## src/rtl/gb_apu_wave_ram.sv

```systemverilog
// Game Boy APU channel-3 wave RAM: 16 bytes shared between the CPU
// (0xFF30..0xFF3F) and the wave channel's sample fetcher.
// While the channel plays, the CPU only reaches the byte the channel last
// fetched, and only for a short window after that fetch. Outside the window,
// writes are dropped and reads return 0xFF.
module gb_apu_wave_ram #(
   parameter int DATA_W = 8,
   parameter int ADDR_W = 4
) (
   input  logic              clk,
   input  logic              reset,
   input  logic [ADDR_W-1:0] cpu_addr,
   input  logic              cpu_wr,
   input  logic              cpu_rd,
   input  logic [DATA_W-1:0] cpu_wdata,
   output logic [DATA_W-1:0] cpu_rdata,
   input  logic              ch_on,
   input  logic [ADDR_W-1:0] ch_addr,
   input  logic              ch_fetch,
   output logic [DATA_W-1:0] wave_data,
   output logic              window
);

   localparam int DEPTH = 1 << ADDR_W;
   localparam logic [DATA_W-1:0] LOCKED_RD = {DATA_W{1'b1}};
   localparam logic [1:0] WIN_LOAD = 2'd2;

   // Window counter steps down and sticks at zero.
   function automatic logic [1:0] sat_dec(input logic [1:0] v);
      return (v == 2'd0) ? 2'd0 : v - 2'd1;
   endfunction

   logic [DATA_W-1:0] mem [DEPTH];
   logic [1:0]        win_cnt_p1;
   logic [ADDR_W-1:0] last_addr_p1;

   logic              win_open;
   logic              cpu_ok;
   logic [ADDR_W-1:0] acc_addr;
   logic              wr_en;

   // Access arbitration uses only pre-edge state, so a fetch in the same
   // cycle never changes what the CPU is allowed to touch this cycle.
   always_comb begin
      win_open = (win_cnt_p1 != 2'd0);
      window   = win_open & ch_on;
      cpu_ok   = ~ch_on | win_open;
      acc_addr = ch_on ? last_addr_p1 : cpu_addr;
      wr_en    = cpu_wr & cpu_ok;
   end

   // Storage: CPU writes land on the arbitrated byte.
   always_ff @(posedge clk) begin
      if (reset) begin
         for (int i = 0; i < DEPTH; i++) begin
            mem[i] <= '0;
         end
      end else if (wr_en) begin
         mem[acc_addr] <= cpu_wdata;
      end
   end

   // CPU read port: registered, holds when idle, 0xFF when locked out.
   always_ff @(posedge clk) begin
      if (reset) begin
         cpu_rdata <= LOCKED_RD;
      end else if (cpu_rd) begin
         cpu_rdata <= cpu_ok ? mem[acc_addr] : LOCKED_RD;
      end
   end

   // Channel fetch port: captures the byte as it was before this edge.
   always_ff @(posedge clk) begin
      if (reset) begin
         wave_data <= '0;
      end else if (ch_fetch) begin
         wave_data <= mem[ch_addr];
      end
   end

   // Fetch bookkeeping: remember the fetched byte and open the window.
   always_ff @(posedge clk) begin
      if (reset) begin
         win_cnt_p1   <= 2'd0;
         last_addr_p1 <= '0;
      end else if (ch_fetch) begin
         win_cnt_p1   <= WIN_LOAD;
         last_addr_p1 <= ch_addr;
      end else begin
         win_cnt_p1   <= sat_dec(win_cnt_p1);
      end
   end

endmodule

```

## config.mk

```make
export PLATFORM = sky130hd
export DESIGN_NAME = gb_apu_wave_ram
export DESIGN_NICKNAME = d
export VERILOG_FILES = /design/src/rtl/gb_apu_wave_ram.sv
export SDC_FILE = /design/constraint.sdc
export NUM_CORES = 1
export LEC_CHECK = 0
export CORE_MARGIN = 8
export CORE_UTILIZATION = 65
export CTS_CLUSTER_DIAMETER = 150
export DETAILED_ROUTE_END_ITERATION = 16
export PLACE_DENSITY = 0.93
export SLEW_MARGIN = 20
export SYNTH_ARGS = -nofsm -noshare
export SYNTH_HDL_FRONTEND = slang
export SYNTH_SLANG_ARGS = --single-unit
```

## constraint.sdc

```tcl
create_clock -name clk -period 4.2 [get_ports clk]
set_input_delay 0.42 -clock clk [delete_from_list [all_inputs] [get_ports clk]]
set_output_delay 0.42 -clock clk [all_outputs]
set_load 0.01 [all_outputs]
```

==> results of run 1 <==
[layout make-up]
cell class | count | area [µm²]
multi-input combinational | 438 | 3516
tap | 168 | 210.2
sequential | 150 | 4284
fill | 730 | 2990
clock buffer | 21 | 481.7
timing repair buffer | 55 | 503.0
clock inverter | 11 | 68.82
inverter | 2 | 7.507
[logic make-up (layout without fill, tap and decap cells)]
group / count (synthesis) / count (layout) / synth area share, %
buffers and inverters: 55 / 89 / 3.235
and+or+nand+nor: 212 / 212 / 16.81
DFF: 150 / 150 / 53.25
AOI/OAI and AO/OA: 174 / 174 / 12.61
muxes: 52 / 52 / 14.09
[power by group through the flow]
stage	registers [mW]	logic, mW	clock network (mW)
2_1_floorplan	1.73	0.216	0
3_3_place_gp	1.74	0.353	0
3_5_place_dp	1.75	0.360	0
4_1_cts	1.72	0.364	1.42
5_1_grt	1.72	0.392	1.48
6_report	1.72	0.381	1.42
[synthesized netlist by cell type (2+ instances only)]
cell type | count | share of area [%]
a31oi_1 | 2 | 0.16
clkbuf_1 | 40 | 1.9
buf_4 | 2 | 0.19
a41oi_1 | 32 | 3.5
dfxtp_1 | 22 | 5.5
nor4_1 | 8 | 0.62
inv_1 | 2 | 0.093
buf_6 | 4 | 0.56
and3b_1 | 4 | 0.44
mux4_2 | 10 | 2.8
mux4_1 | 30 | 9.8
nor3b_1 | 6 | 0.56
buf_1 | 2 | 0.093
nor2_4 | 6 | 0.84
nor3_2 | 10 | 1.2
mux2i_1 | 12 | 1.5
and2_1 | 128 | 10
a21oi_1 | 9 | 0.56
o21ai_0 | 127 | 7.9
buf_2 | 4 | 0.25
edfxtp_1 | 128 | 48
nor2_1 | 26 | 1.2
or2_2 | 18 | 1.4
[critical path: cells and delay by family]
| kind | cells | cell delay, ps |
|---|---|---|
| AND/OR/NAND/NOR | 4 | 1830 |
| buffers and inverters | 2 | 960 |
[per-stage QoR]
step / hold slack (ps) / worst slack (ps) / instances / instance area (µm²)
5_1_grt: 516.1 / 956.8 / 845 / 9071
3_5_place_dp: 480.4 / 736.4 / 813 / 8521
4_1_cts: 489.3 / 1183 / 845 / 9071
6_report: 496.0 / 1098 / 845 / 9071
2_1_floorplan: 449.2 / 2015 / 643 / 8045
3_3_place_gp: 474.4 / 855.2 / 813 / 8521
[registers in the layout (all words and copies together), names as in the netlist]
| name | flops |
|---|---|
| cpu_rdata | 8 |
| last_addr_p1 | 4 |
| mem | 128 |
| wave_data | 8 |
| win_cnt_p1 | 2 |
[routing by layer]
layer | up-vias | part of all wire (%)
met5 | - | 0
met4 | 0 | 7.0
met3 | 177 | 14
met2 | 650 | 45
met1 | 2879 | 34
li1 | 2525 | -
[cells in the final DEF, fill, tap and decap left out, types with 2 or more instances in the layout]
master	count
mux4_1	30
and2_1	128
dfxtp_1	22
a31oi_1	2
and3b_1	4
a21oi_1	9
a41oi_1	32
clkdlybuf4s50_1	37
inv_4	3
mux2i_1	12
o21ai_0	127
nor4_1	8
clkbuf_16	18
clkbuf_8	2
inv_1	2
nor3b_2	3
edfxtp_1	128
buf_4	17
nor3_2	10
mux4_2	10
clkinv_2	5
or2_2	18
nor2_1	26
nor3b_1	3
inv_6	2
nor2_4	6
[worst paths after layout]
path / endpoint / slack [ps] / cells after the start
setup / recovery: mem[3][3]$_SDFFCE_PN0P_ / 1100 / 6
hold reg to reg: cpu_rdata[3]$_SDFFE_PP1P_ / 500 / 2
hold / removal: cpu_rdata[3]$_SDFFE_PP1P_ / 500 / 2
setup reg to reg: mem[5][2]$_SDFFCE_PN0P_ / 1690 / 5
==> results.sh, run 1 <==
export IMPL_max_vdd_ir_drop_mv=0.3018
export IMPL_antenna_left=0
export IMPL_fin_setup_tns_ps=0
export IMPL_wl_per_cell_um=28.02
export IMPL_htreeDepth=4
export IMPL_seq_area_frac_synth_pct=53.25
export IMPL_grt_most_used_layer="met2"
export IMPL_grtUsageMet1_pct=36.88
export IMPL_syn_inst=643
export IMPL_hold_start="cpu_rdata[3]$_SDFFE_PP1P_"
export IMPL_p_switching_mw=0.8773
export IMPL_p_per_area_nw_per_um2=388.5
export IMPL_clockBufferDepth=2
export IMPL_dr_total_vias=6231
export IMPL_dieWidth_um=127.3
export IMPL_grt_max_degree=34
export IMPL_clk_insertion_delay_late_ps=430
export IMPL_timing_final_crit_share_pct=73.86
export IMPL_initial_core_util_pct=66.70
export IMPL_worstMarginPinSlew_ps=1165
export IMPL_synth_flop_cell="edfxtp_1"
export IMPL_rsz0062_at_grt="false"
export IMPL_antenna_found_initial=0
export IMPL_grtUsageMet2_pct=45.99
export IMPL_synth_edf_count=128
export IMPL_path_max_fanout=33
export IMPL_startpoint_type="primary input"
export IMPL_arrival_ps=3220
export IMPL_synth_warnings=0
export IMPL_ys_ff_latch=150
export IMPL_grt_pass1_wl_mm=35.63
export IMPL_layout_drive_gt1_share_pct=14.77
export IMPL_io_buffers=38
export IMPL_status="complete, no violations"
export IMPL_finalMaxSlewViolations=0
export IMPL_die_h_um=127.3
export IMPL_cap_viol_max_count=0
export IMPL_cp_slowest_stage_delay_ps=1120
export IMPL_critPathRequiredTime_ps=4320
export IMPL_routed_wl_mm=23.68
export IMPL_cts_sinks=150
export IMPL_overflow=0
export IMPL_place_gp_congestion=0.9832
export IMPL_p_total_mw=3.524
export IMPL_cts_made_buffers=17
export IMPL_netlist_area_um2=8045
export IMPL_met3_usage_pct=9.027
export IMPL_cpMaxStageDelayCell="and3b_1"
export IMPL_hpwl_mm=15.48
export IMPL_avgSynthCellArea_um2=12.51
export IMPL_post_route_min_period_ps=3102
export IMPL_grt_pass1_vias=5891
export IMPL_critPathLaunch="ch_on"
export IMPL_r2r_start="win_cnt_p1[0]$_SDFF_PP0_"
export IMPL_coreArea_um2=12060
export IMPL_drt_iter0_markers=1428
export IMPL_fin_nets=686
export IMPL_utilization_pct=75.21
export IMPL_cts_tree="yes"
export IMPL_rows=40
export IMPL_pwr_share_comb_pct=10.8
export IMPL_seqPwrFrac_pct=48.8
export IMPL_vias_per_cell=7.374
export IMPL_die_area_um2=16190
export IMPL_critPathKind="primary input to flop"
export IMPL_fmax_ghz=0.3224
export IMPL_async_flop_share_pct=0
export IMPL_ctsHoldBuffers=0
export IMPL_cp_cell_sequence="clkdlybuf4s50_1 -> and3b_1 -> nor2_1 -> buf_4 -> nor3_2 -> or2_2"
export IMPL_cts_setup_buffers=0
export IMPL_p_int_mw=2.647
export IMPL_end_kind="flop"
export IMPL_p_clk_share_pct=40.4
export IMPL_cts_resized=0
export IMPL_clk_pin_slew_ps=60
export IMPL_final_hold_violation_count=0
export IMPL_syn_nets=665
export IMPL_num_antenna_cells=0
export IMPL_switching_share_pct=24.89
export IMPL_slew_headroom_pct=22.33
export IMPL_io_pins=39
export IMPL_worst_clock_skew_ps=6.813
export IMPL_root_buffer="clkbuf_16"
export IMPL_p_leak_nw=3.197
export IMPL_yosysUniqueCellTypes=34
export IMPL_syn_to_final_growth_pct=12.75
export IMPL_grt_total_usage_pct=29.94
export IMPL_drc_errors=0
export IMPL_drt_pass1_iterations=7
export IMPL_worstHoldPathType="flop to flop"
export IMPL_setup_violations=0
Note: power is estimated with default switching activity, not from simulation.
==> inputs of run 2 (changes only) <==
CORE_UTILIZATION = 61   (was 65)
PLACE_DENSITY = 0.89   (was 0.93)
clock period = 3.3 ns   (was 4.2 ns; I/O delays follow)
==> run 2 against run 1 <==
  * Clock-buffer cell count fell by 1
  * Flip-flop and latch count did not move
  * Largest power group unchanged
  * Critical path type unchanged
  * Clock skew barely moved
  * Setup slack got worse by 370 ps
  * First-iteration DRC count fell by 19%
  * Largest cell class unchanged
  * Clock power rose by 28%
  * Combinational power rose by 26%
==> results.sh, run 2 (same netlist as run 1, synthesis figures left out) <==
export IMPL_status="complete, no violations"
export IMPL_drt_pass1_iterations=6
export IMPL_num_antenna_cells=0
export IMPL_grtUsageMet2_pct=44.20
export IMPL_io_pins=39
export IMPL_initial_core_util_pct=61.48
export IMPL_hpwl_mm=16.22
export IMPL_fillers=854
export IMPL_end_kind="flop"
export IMPL_grt_most_used_layer="met2"
export IMPL_drc_errors=0
export IMPL_final_hold_violation_count=0
export IMPL_worstHoldPathType="flop to flop"
export IMPL_drt_iter0_markers=1163
export IMPL_overflow=0
export IMPL_antenna_found_initial=2
export IMPL_antenna_left=0
export IMPL_crit_family="buffers and inverters"
export IMPL_cap_viol_max_count=0
export IMPL_largestRegisters="mem x128, cpu_rdata x8, wave_data x8"
export IMPL_critPathRequiredTime_ps=3660
export IMPL_grt_max_degree=34
export IMPL_ctsHoldBuffers=0
export IMPL_io_buffers=38
export IMPL_path_max_fanout=28
export IMPL_cts_sinks=150
export IMPL_cpMaxStageDelayCell="clkdlybuf4s50_1"
export IMPL_crit_top_cell="buf_4"
export IMPL_place_gp_congestion=0.9766
export IMPL_grt_pass1_wl_mm=35.56
export IMPL_cts_tree="yes"
export IMPL_worst_clock_skew_ps=6.326
export IMPL_clockBufferDepth=2
export IMPL_final_cell_mix="and2_1, edfxtp_1, o21ai_0"
export IMPL_finalMaxSlewViolations=0
export IMPL_crit_buf_inv=3
export IMPL_fmax_ghz=0.3880
export IMPL_startpoint_type="primary input"
export IMPL_htreeDepth=4
export IMPL_cts_resized=0
export IMPL_largest_register="mem"
export IMPL_rsz0062_at_grt="false"
export IMPL_vias_per_cell=7.083
export IMPL_grt_total_usage_pct=28.76
export IMPL_cp_cell_sequence="clkdlybuf4s50_1 -> buf_4 -> and3b_1 -> buf_4 -> o21ai_0 -> a41oi_1 -> nor4_1 -> a21oi_1"
export IMPL_clk_pin_slew_ps=60
export IMPL_p_total_mw=4.495
export IMPL_layout_drive_gt1_share_pct=15.43
export IMPL_clk_insertion_delay_late_ps=430
export IMPL_slew_headroom_pct=43.71
export IMPL_syn_to_final_growth_pct=14.07
export IMPL_dr_total_vias=6113
export IMPL_coreArea_um2=13090
export IMPL_wl_per_cell_um=27.34
export IMPL_post_route_min_period_ps=2577
export IMPL_dieWidth_um=130.8
export IMPL_cts_made_buffers=17
export IMPL_critPathKind="primary input to flop"
export IMPL_setup_violations=0
export IMPL_arrival_ps=2930
export IMPL_rows=42
export IMPL_routed_wl_mm=23.59
export IMPL_p_leak_nw=3.244
export IMPL_fin_setup_tns_ps=0
export IMPL_timing_final_crit_share_pct=78.09
export IMPL_die_h_um=130.8
export IMPL_fin_nets=697
export IMPL_largest_reg_flops=128
export IMPL_die_area_um2=17120
export IMPL_max_vdd_ir_drop_mv=0.3616
export IMPL_grtUsageMet1_pct=36.21
export IMPL_grt_pass1_vias=5788
export IMPL_met3_usage_pct=7.995
export IMPL_cp_slowest_stage_delay_ps=650
export IMPL_worstMarginPinSlew_ps=841.8
export IMPL_p_per_area_nw_per_um2=489.7
export IMPL_r2r_slack_ps=960
export IMPL_cts_setup_buffers=0
export IMPL_root_buffer="clkbuf_16"
[run 2: changes by cell type in the layout (fill, tap and decap cells not counted), sizes merged]
cell / delta
clkbuf: -1
buf: +11
clkinvlp: +1
clkinv: +2
inv: -5
bufinv: +2
[run 2: worst paths after layout]
kind	endpoint	from	cells after the start
setup / recovery	cpu_rdata[3]$_SDFFE_PP1P_	ch_on	8
hold / removal	cpu_rdata[4]$_SDFFE_PP1P_	cpu_rdata[4]$_SDFFE_PP1P_	2
setup reg to reg	mem[7][0]$_SDFFCE_PN0P_	win_cnt_p1[0]$_SDFF_PP0_	5
hold reg to reg	cpu_rdata[4]$_SDFFE_PP1P_	cpu_rdata[4]$_SDFFE_PP1P_	2
[run 2: per-layer routing]
layer	part of all wire [%]	up-vias
met2	45	562
met5	0.11	-
met3	14	114
met1	36	2891
met4	5.4	4
li1	-	2542
[run 2: area by class of cell]
cell class | instances | area (µm²) | share of cell area [%]
tap | 176 | 220.2 | 2.399
clock buffer | 20 | 436.7 | 4.758
sequential | 150 | 4284 | 46.68
timing repair buffer | 66 | 598.1 | 6.517
clock inverter | 11 | 110.1 | 1.200
inverter | 2 | 7.507 | 0.08180
multi-input combinational | 438 | 3521 | 38.36
[run 2: power by group]
| part | total, mW | switching, mW | internal (mW) | leakage (nW) |
|---|---|---|---|---|
| combinational | 0.481 | 0.285 | 0.196 | 1.47 |
| sequential | 2.19 | 0.0575 | 2.13 | 1.51 |
| clock | 1.82 | 0.727 | 1.09 | 0.262 |
| total | 4.49 | 1.07 | 3.43 | 3.24 |
[run 2: stage by stage]
| stage | setup slack (ps) | std cells | utilization [%] | hold WS, ps | area (µm²) |
|---|---|---|---|---|---|
| final | 723.0 | 863 | 70.14 | 498.8 | 9178 |
| after global placement | 452.5 | 832 | 65.92 | 463.6 | 8626 |
| after global routing | 651.4 | 863 | 70.14 | 526.2 | 9178 |
| after detailed placement | 354.2 | 832 | 65.92 | 485.7 | 8626 |
| after floorplan | 1205 | 643 | - | 449.2 | 8045 |
| after CTS | 797.4 | 863 | 70.10 | 493.7 | 9173 |
[run 2: worst reg2reg max path: stages (launching register included)]
cell and delay (ps):
dfxtp_1 380, nor3b_1 90, or3b_1 570, or2_2 470, nor2_4 230, or2_2 280
